<file path="config.mk">
export PLATFORM = sky130hd
export DESIGN_NAME = rv_decode_stage
export DESIGN_NICKNAME = d
export VERILOG_FILES = /design/src/rtl/riscv_pkg.sv /design/src/rtl/rv_regfile.sv /design/src/rtl/rv_decode_stage.sv
export SDC_FILE = /design/constraint.sdc
export NUM_CORES = 2
export LEC_CHECK = 0
export ABC_AREA = 0
export CAP_MARGIN = 40
export CORE_ASPECT_RATIO = 1.4
export CORE_UTILIZATION = 30
export DETAILED_ROUTE_END_ITERATION = 7
export GPL_TIMING_DRIVEN = 0
export PLACE_DENSITY = 0.52
export SKIP_CTS_REPAIR_TIMING = 1
export SLEW_MARGIN = 10
export SYNTH_ARGS = -nofsm -noshare
export SYNTH_HDL_FRONTEND = slang
export SYNTH_SLANG_ARGS = --single-unit
export TNS_END_PERCENT = 100
</file>
<file path="constraint.sdc">
create_clock -name clk -period 3.5 [get_ports clk]
set_clock_uncertainty 0.2 [all_clocks]
set_input_delay 0.35 -clock clk [delete_from_list [all_inputs] [get_ports clk]]
set_output_delay 0.35 -clock clk [all_outputs]
set_load 0.01 [all_outputs]
</file>
<file path="src/rtl/riscv_pkg.sv">
// Shared RISC-V decode types: opcode and immediate-format enums plus the
// helpers that classify an opcode and build its sign-extended immediate.
package riscv_pkg;

    localparam int XLEN = 32;

    typedef enum logic [6:0] {
        OP_IMM = 7'h13,
        OP     = 7'h33,
        LOAD   = 7'h03,
        STORE  = 7'h23,
        BRANCH = 7'h63,
        LUI    = 7'h37,
        AUIPC  = 7'h17,
        JAL    = 7'h6F,
        JALR   = 7'h67
    } opcode_t;

    typedef enum logic [2:0] {
        FMT_I,
        FMT_S,
        FMT_B,
        FMT_U,
        FMT_J,
        FMT_R
    } imm_fmt_t;

    typedef struct packed {
        imm_fmt_t fmt;
        logic     illegal;
    } fmt_info_t;

    function automatic fmt_info_t decode_fmt(input logic [6:0] opc);
        fmt_info_t info;
        info.fmt     = FMT_R;
        info.illegal = 1'b0;
        case (opcode_t'(opc))
            OP_IMM, LOAD, JALR: info.fmt = FMT_I;
            STORE:              info.fmt = FMT_S;
            BRANCH:             info.fmt = FMT_B;
            LUI, AUIPC:         info.fmt = FMT_U;
            JAL:                info.fmt = FMT_J;
            OP:                 info.fmt = FMT_R;
            default:            info.illegal = 1'b1;
        endcase
        return info;
    endfunction

    // Shift-immediates are not special-cased: funct7 stays in imm[11:5].
    function automatic logic [31:0] gen_imm(input imm_fmt_t fmt, input logic [31:0] i);
        logic [31:0] imm;
        case (fmt)
            FMT_I:   imm = {{20{i[31]}}, i[31:20]};
            FMT_S:   imm = {{20{i[31]}}, i[31:25], i[11:7]};
            FMT_B:   imm = {{19{i[31]}}, i[31], i[7], i[30:25], i[11:8], 1'b0};
            FMT_U:   imm = {i[31:12], 12'b0};
            FMT_J:   imm = {{11{i[31]}}, i[31], i[19:12], i[20], i[30:21], 1'b0};
            default: imm = 32'd0;
        endcase
        return imm;
    endfunction

endpackage

</file>
<file path="src/rtl/rv_regfile.sv">
// Architectural register file: two combinational read ports, one write port,
// x0 reads as zero, every entry cleared by synchronous reset.
module rv_regfile #(
    parameter int XLEN = 32,
    parameter int NREG = 32
) (
    input  logic                 clk,
    input  logic                 reset,
    input  logic [1:0][4:0]      raddr,
    output logic [1:0][XLEN-1:0] rdata,
    input  logic                 we,
    input  logic [4:0]           waddr,
    input  logic [XLEN-1:0]      wdata
);

    logic [XLEN-1:0] regs_reg [NREG];

    always_ff @(posedge clk) begin
        if (reset) begin
            for (int r = 0; r < NREG; r++) begin
                regs_reg[r] <= '0;
            end
        end else if (we && waddr != 5'd0 && int'(waddr) < NREG) begin
            regs_reg[waddr] <= wdata;
        end
    end

    generate
        for (genvar gi = 0; gi < 2; gi++) begin : g_rport
            assign rdata[gi] = (raddr[gi] == 5'd0 || int'(raddr[gi]) >= NREG)
                               ? '0 : regs_reg[raddr[gi]];
        end
    endgenerate

endmodule

</file>
<file path="src/rtl/rv_decode_stage.sv">
// Registered decode/operand-fetch stage: splits fields, builds the immediate,
// reads operands (with writeback forwarding) and holds the bundle for execute.
module rv_decode_stage #(
    parameter int XLEN   = riscv_pkg::XLEN,
    parameter int NREG   = 32,
    parameter bit BYPASS = 1'b1
) (
    input  logic            clk,
    input  logic            reset,
    input  logic            flush,
    input  logic            in_valid,
    output logic            in_ready,
    input  logic [31:0]     in_instr,
    input  logic [31:0]     in_pc,
    output logic            out_valid,
    input  logic            out_ready,
    output logic [31:0]     idata,
    output logic [31:0]     pc,
    output logic [XLEN-1:0] rv1,
    output logic [XLEN-1:0] rv2,
    output logic [XLEN-1:0] imm,
    output logic [4:0]      rd_addr,
    output logic            illegal,
    input  logic            wb_en,
    input  logic [4:0]      wb_addr,
    input  logic [XLEN-1:0] wb_data
);
    import riscv_pkg::*;

    logic            out_valid_reg;
    logic [31:0]     idata_reg, pc_reg;
    logic [XLEN-1:0] rv1_reg, rv2_reg, imm_reg;
    logic [4:0]      rd_addr_reg;
    logic            illegal_reg;

    logic                 accept;
    logic [1:0][4:0]      rs_addr, held_rs;
    logic [1:0][XLEN-1:0] rf_rdata, rv_next;
    logic [1:0]           refresh;
    fmt_info_t            fmt_info;
    logic [31:0]          imm32;

    rv_regfile #(.XLEN(XLEN), .NREG(NREG)) u_regfile (
        .clk   (clk),
        .reset (reset),
        .raddr (rs_addr),
        .rdata (rf_rdata),
        .we    (wb_en),
        .waddr (wb_addr),
        .wdata (wb_data)
    );

    assign in_ready   = !out_valid_reg || out_ready;
    assign accept     = in_valid && in_ready && !flush;
    assign rs_addr[0] = in_instr[19:15];
    assign rs_addr[1] = in_instr[24:20];
    assign held_rs[0] = idata_reg[19:15];
    assign held_rs[1] = idata_reg[24:20];

    always_comb begin
        fmt_info = decode_fmt(in_instr[6:0]);
        imm32    = gen_imm(fmt_info.fmt, in_instr);
    end

    // Per operand: forward a same-cycle writeback into the read, and detect a
    // writeback that hits the operand of a stalled bundle.
    generate
        for (genvar gi = 0; gi < 2; gi++) begin : g_operand
            assign rv_next[gi] = (BYPASS && wb_en && wb_addr == rs_addr[gi] && rs_addr[gi] != 5'd0)
                                 ? wb_data : rf_rdata[gi];
            assign refresh[gi] = wb_en && wb_addr == held_rs[gi] && held_rs[gi] != 5'd0;
        end
    endgenerate

    always_ff @(posedge clk) begin
        if (reset) begin
            out_valid_reg <= 1'b0;
            idata_reg     <= '0;
            pc_reg        <= '0;
            rv1_reg       <= '0;
            rv2_reg       <= '0;
            imm_reg       <= '0;
            rd_addr_reg   <= '0;
            illegal_reg   <= 1'b0;
        end else if (flush) begin
            out_valid_reg <= 1'b0;
        end else if (accept) begin
            out_valid_reg <= 1'b1;
            idata_reg     <= in_instr;
            pc_reg        <= in_pc;
            rv1_reg       <= rv_next[0];
            rv2_reg       <= rv_next[1];
            imm_reg       <= XLEN'($signed(imm32));
            rd_addr_reg   <= in_instr[11:7];
            illegal_reg   <= fmt_info.illegal;
        end else if (out_valid_reg && out_ready) begin
            out_valid_reg <= 1'b0;
        end else if (out_valid_reg) begin
            if (refresh[0]) rv1_reg <= wb_data;
            if (refresh[1]) rv2_reg <= wb_data;
        end
    end

    assign out_valid = out_valid_reg;
    assign idata     = idata_reg;
    assign pc        = pc_reg;
    assign rv1       = rv1_reg;
    assign rv2       = rv2_reg;
    assign imm       = imm_reg;
    assign rd_addr   = rd_addr_reg;
    assign illegal   = illegal_reg;

endmodule

</file>
* Yosys cells after proc, flatten, opt, wreduce, memory -nomap -nowiden
Memories as Yosys holds them, arrays and structs flattened.
Cells that the tools add are included.
** Operators by class
- Reductions and logical operators :: 35
- Equal/unequal tests :: 18
- Mux-type cells :: 25
- Bitwise logic cells :: 1
** Operator list (number)
- 2-to-1 mux 32 bit :: 13
- case mux 32 bit (5 select lines) :: 1
- OR reduction 32 bit :: 1
- nonzero test 5 bit :: 5
- == test 7 x 6 -> 1 bit (second input constant) :: 3
- == test 7 bit (second input constant) :: 3
- == test 5 bit :: 4
- case mux 3 bit (5 select lines) :: 1
- == test 7 x 5 -> 1 bit (second input constant) :: 2
- logical AND 1 bit :: 12
- logical NOT 5 bit :: 2
- 2-to-1 mux 1 bit :: 9
- OR reduction 9 bit :: 1
- AND reduction 4 bit :: 2
- nonzero test 2 bit :: 4
- == test 7 x 2 -> 1 bit (second input constant) :: 1
- == test 3 x 2 -> 1 bit (second input constant) :: 2
- 2-to-1 mux 5 bit :: 1
- OR reduction 2 bit :: 2
- == test 3 x 1 -> 1 bit (second input constant) :: 1
- == test 3 bit (second input constant) :: 1
- logical NOT 3 bit :: 1
- OR reduction 3 bit :: 1
- logical NOT 1 bit :: 2
- 4 further kinds :: 4
** Storage, ports and cells
- Output and inout bits :: 168
- Bits of input ports :: 107
- RAM bits :: 1024
- Register bits after elaboration :: 167
- Memories kept :: 1
** Memories
- u_regfile.regs_reg :: depth 32, width 32, read ports 2, clocked after memory_dff 0, write ports 32, line rv_regfile.sv:16 : logic [XLEN-1:0] regs_reg [NREG];

* Longest topological paths before layout
- Depth after elaboration :: 7
- Gate-level depth with buffers :: 10
- Gate-level depth less buffers :: 6

* Modules after synthesis
From an unflattened synthesis, not the netlist that was laid out.
** Unflattened totals
- Cells, all modules :: 4318
- Area, all modules :: 61308.8 µm²
** By module, submodules not included
- rv_regfile :: area an instance 54229.5 µm², instances 1, seq. area each 30749.5 µm², cells an instance 3502
- rv_decode_stage :: area an instance 7079.3 µm², instances 1, seq. area each 3243.1 µm², cells an instance 816

* Least setup slack after synthesis
No wires, ideal clock.
- Path kind :: input port to flip-flop
- Start :: in wb_addr[3]
- End :: mem u_regfile.regs_reg[10][0], enable pin
- Path buffers :: 4
- Required time :: 2872 ps
- Setup time :: 428 ps
- Path slack :: -198 ps
- Arrival time :: 3070 ps
- Cell stages on the path :: 6
- Path through :: buf_2 or3b_2 clkbuf_1 clkbuf_1 clkbuf_1 o21bai_1
** RTL lines
- start, declared :: line rv_decode_stage.sv:25 : input logic [4:0] wb_addr,
- end, declared :: line rv_regfile.sv:16

==> results.yml <==
synth:
  syn_inst: 4559
  synth-main-ff-cell: "edfxtp_1"
  netlist.area_leader.share_pct: 50.71
  synth.yosys.seq_area_share_pct: 56.06
  synth_edf_count: 1024
  synth_common_cells: "edfxtp_1 (1024), nor3_1 (996), clkbuf_1 (417), mux4_2 (416), mux2i_1 (275)"
  syn-cell-area_um2: 60640
  ys_ff_latch: 1186
  async_flop_share_pct: 0
  ys_top_cells_by_area: "edfxtp_1 (51%), mux4_2 (15%), nor3_1 (8.2%), dfxtp_1 (5.3%), mux2i_1 (4.5%)"
  synthDistinctLibCells: 63
  synth_warnings: 0
  yosysTopAreaCell: "edfxtp_1"
  yosysMostFrequentCell: "edfxtp_1"
  avgSynthCellArea_um2: 13.30
hold_path:
  hp-class: "primary input to flip-flop"
  min_path_cells: 3
floorplanning:
  io_pins: 275
  start_util_pct: 30.28
  fp-row-count: 194
  core_um2: 200300
  dieHeight_um: 534.0
  die_area_um2: 204000
  die_w_um: 382.0
route:
  wl_mm: 332.8
  vias_per_cell: 6.341
  drc: 0
  drtPass1Iterations: 8
  wl_per_cell_um: 41.38
  ant_nets: 0
  via_count: 51000
  drtIter0Drc: 7836
cells_and_area:
  fill_cells: 19380
  nets: 5383
  layout-drive-gt1-share_pct: 20.91
  final_util_pct: 37.33
  largest_reg_flops: 1024
  syn_to_final_growth_pct: 23.29
placed_design:
  io_buffers: 260
  dp_hpwl_mm: 249.4
  place_ws_ns: -1.578
  place.gp.congestion: 1.062
worst_setup_path:
  crit_buf_inv: 7
  path_depth: 10
  worstRegToRegCells: 7
  crit_chain: "clkdlybuf4s50_1, or3_1, clkbuf_1, nand3b_1, buf_4, clkbuf_4, clkbuf_1, buf_8, o21bai_4, buf_4"
  crit_path_max_fanout: 11
  startpoint_type: "primary input"
  required_ns: 3.84
  worstSetupEndpointType: "flip-flop"
  cp_data_arrival_time_ns: 4.02
  crit_family: "buffers and inverters"
  rrSetupSlack_ns: 0.06
  slowest_stage: "clkdlybuf4s50_1"
  critPathKind: "primary input to flip-flop"
  max_stage_delay_ns: 0.76
cts:
  cts-root-buf: "clkbuf_16"
  clk_latency_ns: 0.83
  numCtsBuffers: 118
  clock_path_buffers: 3
  cts_tree: "yes"
  htree_levels: 3
  cts.sinks: 1186
  cts.clk_slew.worst_paths_ns: 0.06
global_route:
  overflow: 0
  grt_max_degree: 33
  grt_pass1_vias: 48990
  antenna_found_initial: 39
  grt_pass1_wl_mm: 437.8
  track_usage_pct: 31.77
sta:
  slew-limit-headroom_pct: 25.59
  rsz0062_at_grt: "false"
  final.setup.worst_slack_ns: -0.1787
  hold_violations: 12
  fin_crit_sh_pct: 105.1
  layout_min_cycle_time_ns: 3.679
  final-setup-viol-count: 141
  slew_viol_final: 0
  tightest_slew_ns: 1.085
  holdWs_ns: -0.04696
  setup_tns_ns: -11.41
  fmax_mhz: 271.8
status:
  outcome: "complete, but fails checks"
  violations: "hold timing, setup timing"
pwr:
  p_total_w: 0.03584
  p_leak_nw: 24.14
  ir_drop_mv: 0.3797
  cellPowerDensity_nw_per_um2: 479.4
flow_run:
  cap_violations: 0
-- routing by layer --
metal	vias up	global-route usage, %	wire length (µm)
li1	19450	-	-
met5	-	0.5626	313
met2	4338	49.66	148900
met3	1343	11.47	42230
met1	25850	33.44	104300
met4	24	28.81	37110
-- report_power, final --
group	switching (W)	internal [W]	total, W
Clock	0.00601	0.00689	0.0129
Sequential	0.000460	0.0161	0.0166
Combinational	0.00416	0.00221	0.00637
Total	0.0106	0.0252	0.0358
-- worst paths after layout --
kind | start | end
hold / removal | wb_data[14] | rv1[14]
hold reg to reg | imm[9] | imm[9]
setup reg to reg | out_valid | imm[24]
setup / recovery | wb_addr[4] | u_regfile.regs_reg[12][22]
-- tightest hold or removal path: stages --
cell             delay, ns
clkdlybuf4s50_1       0.43
nand2_1               0.07
a311oi_1              0.08
-- cell usage in the layout, fill, tap and decap left out, types with 122 or more instances in the layout --
| cell | n |
|---|---|
| edfxtp_1 | 1024 |
| nor3_1 | 996 |
| clkbuf_1 | 427 |
| mux4_2 | 416 |
| nand2_1 | 268 |
| mux2i_1 | 268 |
| clkdlybuf4s50_1 | 260 |
| dfxtp_1 | 162 |
| a21oi_1 | 158 |
| clkbuf_16 | 122 |
-- metrics by stage --
step | cells | instance area (µm²)
3_3_place_gp | 7496 | 66680
5_1_grt | 8026 | 74720
3_5_place_dp | 7712 | 70010
4_1_cts | 7935 | 73730
6_report | 8043 | 74760
2_1_floorplan | 4590 | 60770
-- final cells by class --
| class | count | area (µm²) | share of cell area (%) |
|---|---|---|---|
| buffer | 595 | 2674 | 3.577 |
| sequential | 1186 | 33990 | 45.47 |
| tap | 2646 | 3311 | 4.429 |
| multi-input combinational | 2740 | 24260 | 32.45 |
| timing repair buffer | 566 | 6500 | 8.695 |
| clock buffer | 160 | 3276 | 4.382 |
| inverter | 69 | 259.0 | 0.3464 |
| clock inverter | 63 | 442.9 | 0.5925 |
| antenna | 18 | 45.04 | 0.06025 |
-- kinds of logic after synthesis --
logic type,count (synthesis),synth area share [%]
buffers and inverters,664,4.781
AO/OA/AOI/OAI,559,6.574
multiplexers,768,21.42
AND/OR/NAND/NOR,1363,10.89
flip-flops,1186,56.06
XOR/XNOR,18,0.2724
other,1,0.006184
Power figures use the tool's default switching activity.
